**src/rtl/mac_accum_ctrl.sv**
```systemverilog
// ----------------------------------------------------------------------------
// mac_accum_ctrl
//
// Accumulates N unsigned 12-bit MAC partial results into a 14-bit sum and
// presents the scaled result (sum bits [11:4]) on a valid/ready output port.
// The block alternates between two states:
//   ACC  : accepts inputs (in_ready = 1) until N transfers have been summed.
//   HOLD : presents the result (out_valid = 1) until the consumer takes it.
// No input is accepted while in HOLD, including the handshake cycle.
//
// Optional feature (compile-time macro):
//   MAC_ACCUM_SATURATE_EN - out_data reads 0xFF whenever sum bits [13:12]
//                           are nonzero; otherwise the result wraps/truncates.
//
// Parameters:
//   N          partial results per output, legal range 1..4
//
// Ports:
//   clk        single clock, all state changes on rising edge
//   rst        synchronous active-high reset (highest priority)
//   clear      synchronous abort of the current group (beats handshakes)
//   in_valid   in_data holds a valid partial result
//   in_ready   block accepts in_data this cycle
//   in_data    12-bit unsigned partial result
//   out_valid  out_data holds a completed result
//   out_ready  consumer takes out_data this cycle
//   out_data   8-bit scaled result
//   count      inputs accepted in the current group
// ----------------------------------------------------------------------------
module mac_accum_ctrl #(
    parameter int N = 4
) (
    input  logic        clk,
    input  logic        rst,
    input  logic        clear,
    input  logic        in_valid,
    output logic        in_ready,
    input  logic [11:0] in_data,
    output logic        out_valid,
    input  logic        out_ready,
    output logic [7:0]  out_data,
    output logic [2:0]  count
);

    localparam logic [0:0] ACC  = 1'b0;
    localparam logic [0:0] HOLD = 1'b1;

    logic [0:0]  state;
    logic [13:0] acc;
    logic [2:0]  count_next;
    logic        transfer;
    logic        handshake;

    assign in_ready   = (state == ACC);
    assign out_valid  = (state == HOLD);
    assign transfer   = in_valid  & in_ready;
    assign handshake  = out_valid & out_ready;
    assign count_next = count + 3'd1;

    // NOTE: all state uses non-blocking assignments so every register samples
    // the pre-edge values of the others; blocking here would create ordering
    // dependent behaviour between acc, count and state.
    always_ff @(posedge clk) begin
        if (rst || clear) begin
            // rst is listed first in the condition but both have the same
            // effect; either one overrides any simultaneous handshake.
            state <= ACC;
            acc   <= '0;
            count <= '0;
        end else begin
            case (state)
                ACC: begin
                    if (transfer) begin
                        acc   <= acc + {2'b00, in_data};
                        count <= count_next;
                        if (count_next == 3'(N))
                            state <= HOLD;
                    end
                end
                HOLD: begin
                    if (handshake) begin
                        state <= ACC;
                        acc   <= '0;
                        count <= '0;
                    end
                end
                default: begin
                    state <= ACC;
                    acc   <= '0;
                    count <= '0;
                end
            endcase
        end
    end

    // Result is a pure function of the stored sum, so it stays stable for as
    // long as HOLD lasts.
`ifdef MAC_ACCUM_SATURATE_EN
    assign out_data = (acc[13:12] != 2'b00) ? 8'hFF : acc[11:4];
`else
    assign out_data = acc[11:4];
`endif

endmodule

```
**config.mk**
```make
export PLATFORM = sky130hd
export DESIGN_NAME = mac_accum_ctrl
export DESIGN_NICKNAME = d
export VERILOG_FILES = /design/src/rtl/mac_accum_ctrl.sv
export SDC_FILE = /design/constraint.sdc
export NUM_CORES = 1
export LEC_CHECK = 0
export BUFFER_PORTS_ARGS = -buffer_cell sky130_fd_sc_hd__buf_2
export CAP_MARGIN = 20
export CORE_AREA = 2 2 48 72
export DETAILED_ROUTE_END_ITERATION = 10
export DIE_AREA = 0 0 50 74
export HOLD_SLACK_MARGIN = 0.1
export PLACE_DENSITY = 0.72
export SYNTH_ARGS = -nofsm -noshare
export SYNTH_HDL_FRONTEND = slang
export SYNTH_SLANG_ARGS = --single-unit
```
**constraint.sdc**
```tcl
create_clock -name clk -period 2.98 [get_ports clk]
set_input_delay 0.596 -clock clk [delete_from_list [all_inputs] [get_ports clk]]
set_output_delay 0.596 -clock clk [all_outputs]
set_load 0.02 [all_outputs]
```
After elaboration in Yosys (flattened, before gate mapping)
Cells that the tools add are included.
W data, S select, Z words.
{"block": "word_totals", "regBits": 18, "inputBits": 17, "output_inout_bits": 13, "word_cells": 23}
{"block": "op_classes", "n_addsub": 2, "n_eq_ne": 3, "n_mux": 10, "bitwise": 3, "reduce_logical": 2}
{"op": "$mux W14", "count": 2}
{"op": "$pmux W14 S2", "count": 1}
{"op": "$add A14 B12 Y14", "count": 1}
{"op": "$mux W3", "count": 2}
{"op": "$pmux W3 S2", "count": 1}
{"op": "$ne A2 B1 Y1 const B", "count": 2}
{"op": "$add A3 B1 Y3 const B", "count": 1}
{"op": "$eq A3 B3 Y1 const B", "count": 1}
{"op": "$mux W1", "count": 3}
{"op": "$and A1 B1 Y1", "count": 2}
{"op": "$pmux W1 S2", "count": 1}
{"op": "$reduce_and A2 Y1", "count": 1}
{"op": "$logic_or A1 B1 Y1", "count": 1}
{"op": "$not A1 Y1", "count": 1}

Longest topological paths before layout
{"block": "logic_depth", "depth_word": 5, "mapped_depth": 9, "ltp_nobuf": 9}

Worst setup path before layout
OpenSTA, ideal clock, no wires.
{"block": "synth_path", "kind": "in2reg", "startpoint": "input port in_data[8]", "endpoint": "register acc[11]", "setup_time_ns": 0.073, "arrival_ns": 2.172, "required_ns": 2.907, "path_slack_ns": 0.735, "cell_stages": 7, "path_buffers": 0, "cell_sequence": "ha_1 > a21o_1 > or3_1 > a21oi_2 > nor3b_1 > or4b_1 > o211ai_2"}
{"block": "synth_between", "elab_chain_len": 3}
{"item": "from (decl)", "line": "38", "text": "input logic [11:0] in_data,"}
{"item": "$add A14 B12 Y14", "line": "74", "text": "acc <= acc + {2'b00, in_data};"}
{"item": "$mux W14", "line": "73", "text": "if (transfer) begin"}
{"item": "$pmux W14 S2", "line": "71", "text": "case (state)"}
{"item": "to (signal assigned)", "line": "74"}
{"item": "to (decl)", "line": "49", "text": "logic [13:0] acc;"}
Every way passes these cells. The select of a mux whose other input is x is not followed.
A chain may end at the register's enable or synchronous reset.

Worst setup path after layout
{"block": "layout_path", "startpoint": "input port in_data[6]", "endpoint": "register acc[11]"}
The elaborated chain is that of the path after synthesis.

==> results.json <==
{
  "synth-seq-cells": 16,
  "synth_nets": 172,
  "cpMaxStageDelayCell": "or4b_1",
  "cp.arrival_ns": 2.37,
  "grt_overflow_total": 0,
  "cp.required_ns": 3.17,
  "die_h_um": 74,
  "clock-root-buffer": "clkbuf_8",
  "post-dp-hpwl_mm": 1.93,
  "start_util_pct": 38.0,
  "hold_violations": 0,
  "r2r_cells": 9,
  "diodes": 0,
  "io_pins": 30,
  "avgViaCountPerCell": 5.14,
  "cts_buffers": 3,
  "rsz0062_at_grt": "false",
  "holdPathEnd": "acc[9]",
  "ant_nets": 0,
  "whs_ns": 0.463,
  "min_period_ns": 2.18,
  "clkSlewWorstSetupHoldPaths_ns": 0.07,
  "grt_pass1_vias": 1040,
  "synthToLayoutAreaGrowth_pct": 15.8,
  "gp_congestion": 0.864,
  "worstSetupEndpointType": "flop",
  "drt_iter0_drc": 15,
  "num_vias": 1049,
  "fin_crit_sh_pct": 73.2,
  "rows": 25,
  "die_w_um": 50,
  "drive_gt1_share_pct": 26.2,
  "r2r_slack_ns": 0.90,
  "critPathLaunchType": "input pin",
  "drv_cap": 0,
  "wl_per_cell_um": 11.9,
  "fin_util_pct": 44.0,
  "final_cell_mix": "29 x buf_2, 17 x nor2_1, 16 x dfxtp_1, 13 x ha_1",
  "yosys.area.top_type_share_pct": 27.2,
  "critical_path_class": "input pin to flop",
  "skew_ns": 0.00162,
  "yosysWarnings": 0,
  "core_area_sq_mm": 0.00310,
  "finalMaxSlewViolations": 0,
  "final_nets": 196,
  "slew_headroom_pct": 64.3,
  "min_delay_path_depth": 2,
  "grt_pass1_wl_mm": 4.37,
  "setup_violations": 0,
  "clkSinkCount": 16,
  "portBuffers": 29,
  "clockBufferDepth": 2,
  "cts_hold_buf": 0,
  "avgSynthCellArea_sq_um": 8.35,
  "synth_cell_types": 38,
  "ys_seq_area_share_pct": 27.2,
  "power.density_mw_per_mm2": 407,
  "fin_setup_tns_ns": 0,
  "syn_area_sq_mm": 0.00118,
  "synthCells": 141,
  "fmax_mhz": 458,
  "holdCritPathClass": "flop to flop",
  "p_leak_nw": 0.646,
  "synth_top_area_cell": "dfxtp_1",
  "synth_edf_count": 0,
  "antenna_found_initial": 0,
  "worstHoldStart": "acc[9]",
  "final_common_cell": "buf_2",
  "first_pass_iters": 4,
  "drt_wl_total_mm": 2.43,
  "post-route-drc-count": 0,
  "critical_path.max_stage_delay_ns": 0.51,
  "n_fill_cell": 339,
  "cts_setup_buffers": 0,
  "synth_area_leaders": "dfxtp_1 27%, ha_1 14%, nor2_1 5.4%",
  "clk_latency_ns": 0.26,
  "async_flop_share_pct": 0,
  "cts_resized": 0,
  "synth_ff_type": "dfxtp_1",
  "cp_num_buf_inv": 1,
  "worst_pin_slew_ns": 0.534,
  "grt_max_degree": 13,
  "reg2reg_from": "acc[0]",
  "path_delay_family": "compound AO/OA/AOI/OAI gates",
  "htree_levels": 1,
  "cts_tree": "done",
  "cp_cell_sequence": "buf_2 > ha_1 > a2111oi_2 > o21ai_1 > a21oi_2 > nor3b_1 > or4b_1 > o211ai_2",
  "r2r-end": "acc[8]",
  "status": "complete, no violations",
  "peakVddDrop_mv": 0.251,
  "grt_use_total_pct": 15.3,
  "worstPathMaxFanout": 6,
  "dieArea_sq_mm": 0.00370
}
-- sequential cells by signal, indices dropped and copies added, names as in the netlist --
name / count
acc: 12
out_valid: 1
count: 3
-- how the worst max path moves through the flow --
stage,to,slack [ns],start,depth (start not counted)
floorplan,acc[11],0.73,in_data[8],7
global placement,acc[11],0.54,in_data[6],8
detailed placement,acc[11],0.53,in_data[6],8
CTS,acc[11],0.79,in_data[6],8
global route,acc[8],0.63,in_data[0],10
finish,acc[11],0.80,in_data[6],8
-- stage by stage --
step           instance area, sq um  instances  setup slack (ns)  total power [W]
3_3_place_gp                   1310        200             0.542         0.000358
6_report                       1360        204             0.797         0.000555
2_1_floorplan                  1180        141             0.735         0.000333
5_1_grt                        1360        204             0.626         0.000584
3_5_place_dp                   1310        200             0.530         0.000360
4_1_cts                        1360        204             0.794         0.000564
-- Yosys cell counts (3+ instances only) --
| cell type | n |
|---|---|
| o21ai_0 | 4 |
| buf_4 | 8 |
| nor2b_1 | 3 |
| ha_1 | 13 |
| inv_1 | 6 |
| a211oi_1 | 4 |
| a21oi_1 | 10 |
| nor2_1 | 17 |
| clkbuf_1 | 3 |
| dfxtp_1 | 16 |
| o21ai_1 | 6 |
| a21o_1 | 3 |
| nand2_1 | 10 |
| nand2b_1 | 5 |
| xor2_1 | 3 |
-- where the power goes --
| group | internal [W] | switching [W] | total, W | leakage (nW) |
|---|---|---|---|---|
| logic | 0.0000563 | 0.0000704 | 0.000127 | 0.487 |
| clock network | 0.000118 | 0.0000825 | 0.000200 | 0.0288 |
| registers | 0.000222 | 0.00000595 | 0.000228 | 0.130 |
-- cell families (layout without fill, tap and decap cells) --
group           count (synthesis)  after routing  synth area share [%]
simple gates                   47             47                  20.3
compound gates                 41             41                  24.4
buf+inv                        17             40                  7.97
flops                          16             16                  27.2
fa+ha+maj                      14             14                  15.5
xor+xnor                        5              5                  3.72
mux                             1              1                 0.850
-- layout make-up --
type / instances / area (sq um) / share of cell area [%]
flip-flops and latches: 16 / 320 / 23.5
inverters: 6 / 22.5 / 1.65
repair buffers: 30 / 153 / 11.2
multi-input cells: 108 / 763 / 56.0
well taps: 40 / 50.0 / 3.67
clock buffers: 4 / 55.1 / 4.04
-- worst min-delay path: cells and delay by family, from the launching register on --
family | cells | cell delay, ns
flip-flops | 1 | 0.32
AND/OR/NAND/NOR | 1 | 0.05
AO/OA/AOI/OAI | 1 | 0.05
-- layer usage --
metal	up-vias	track usage [%]	part of all wire, %	routed length [um]
met5	-	0	0	0
li1	542	-	-	-
met4	0	8.02	1.9	45
met3	3	2.01	3.9	96
met2	31	27.5	49	1200
met1	473	17.4	45	1090
No activity file was read; power rests on OpenSTA's default activity.
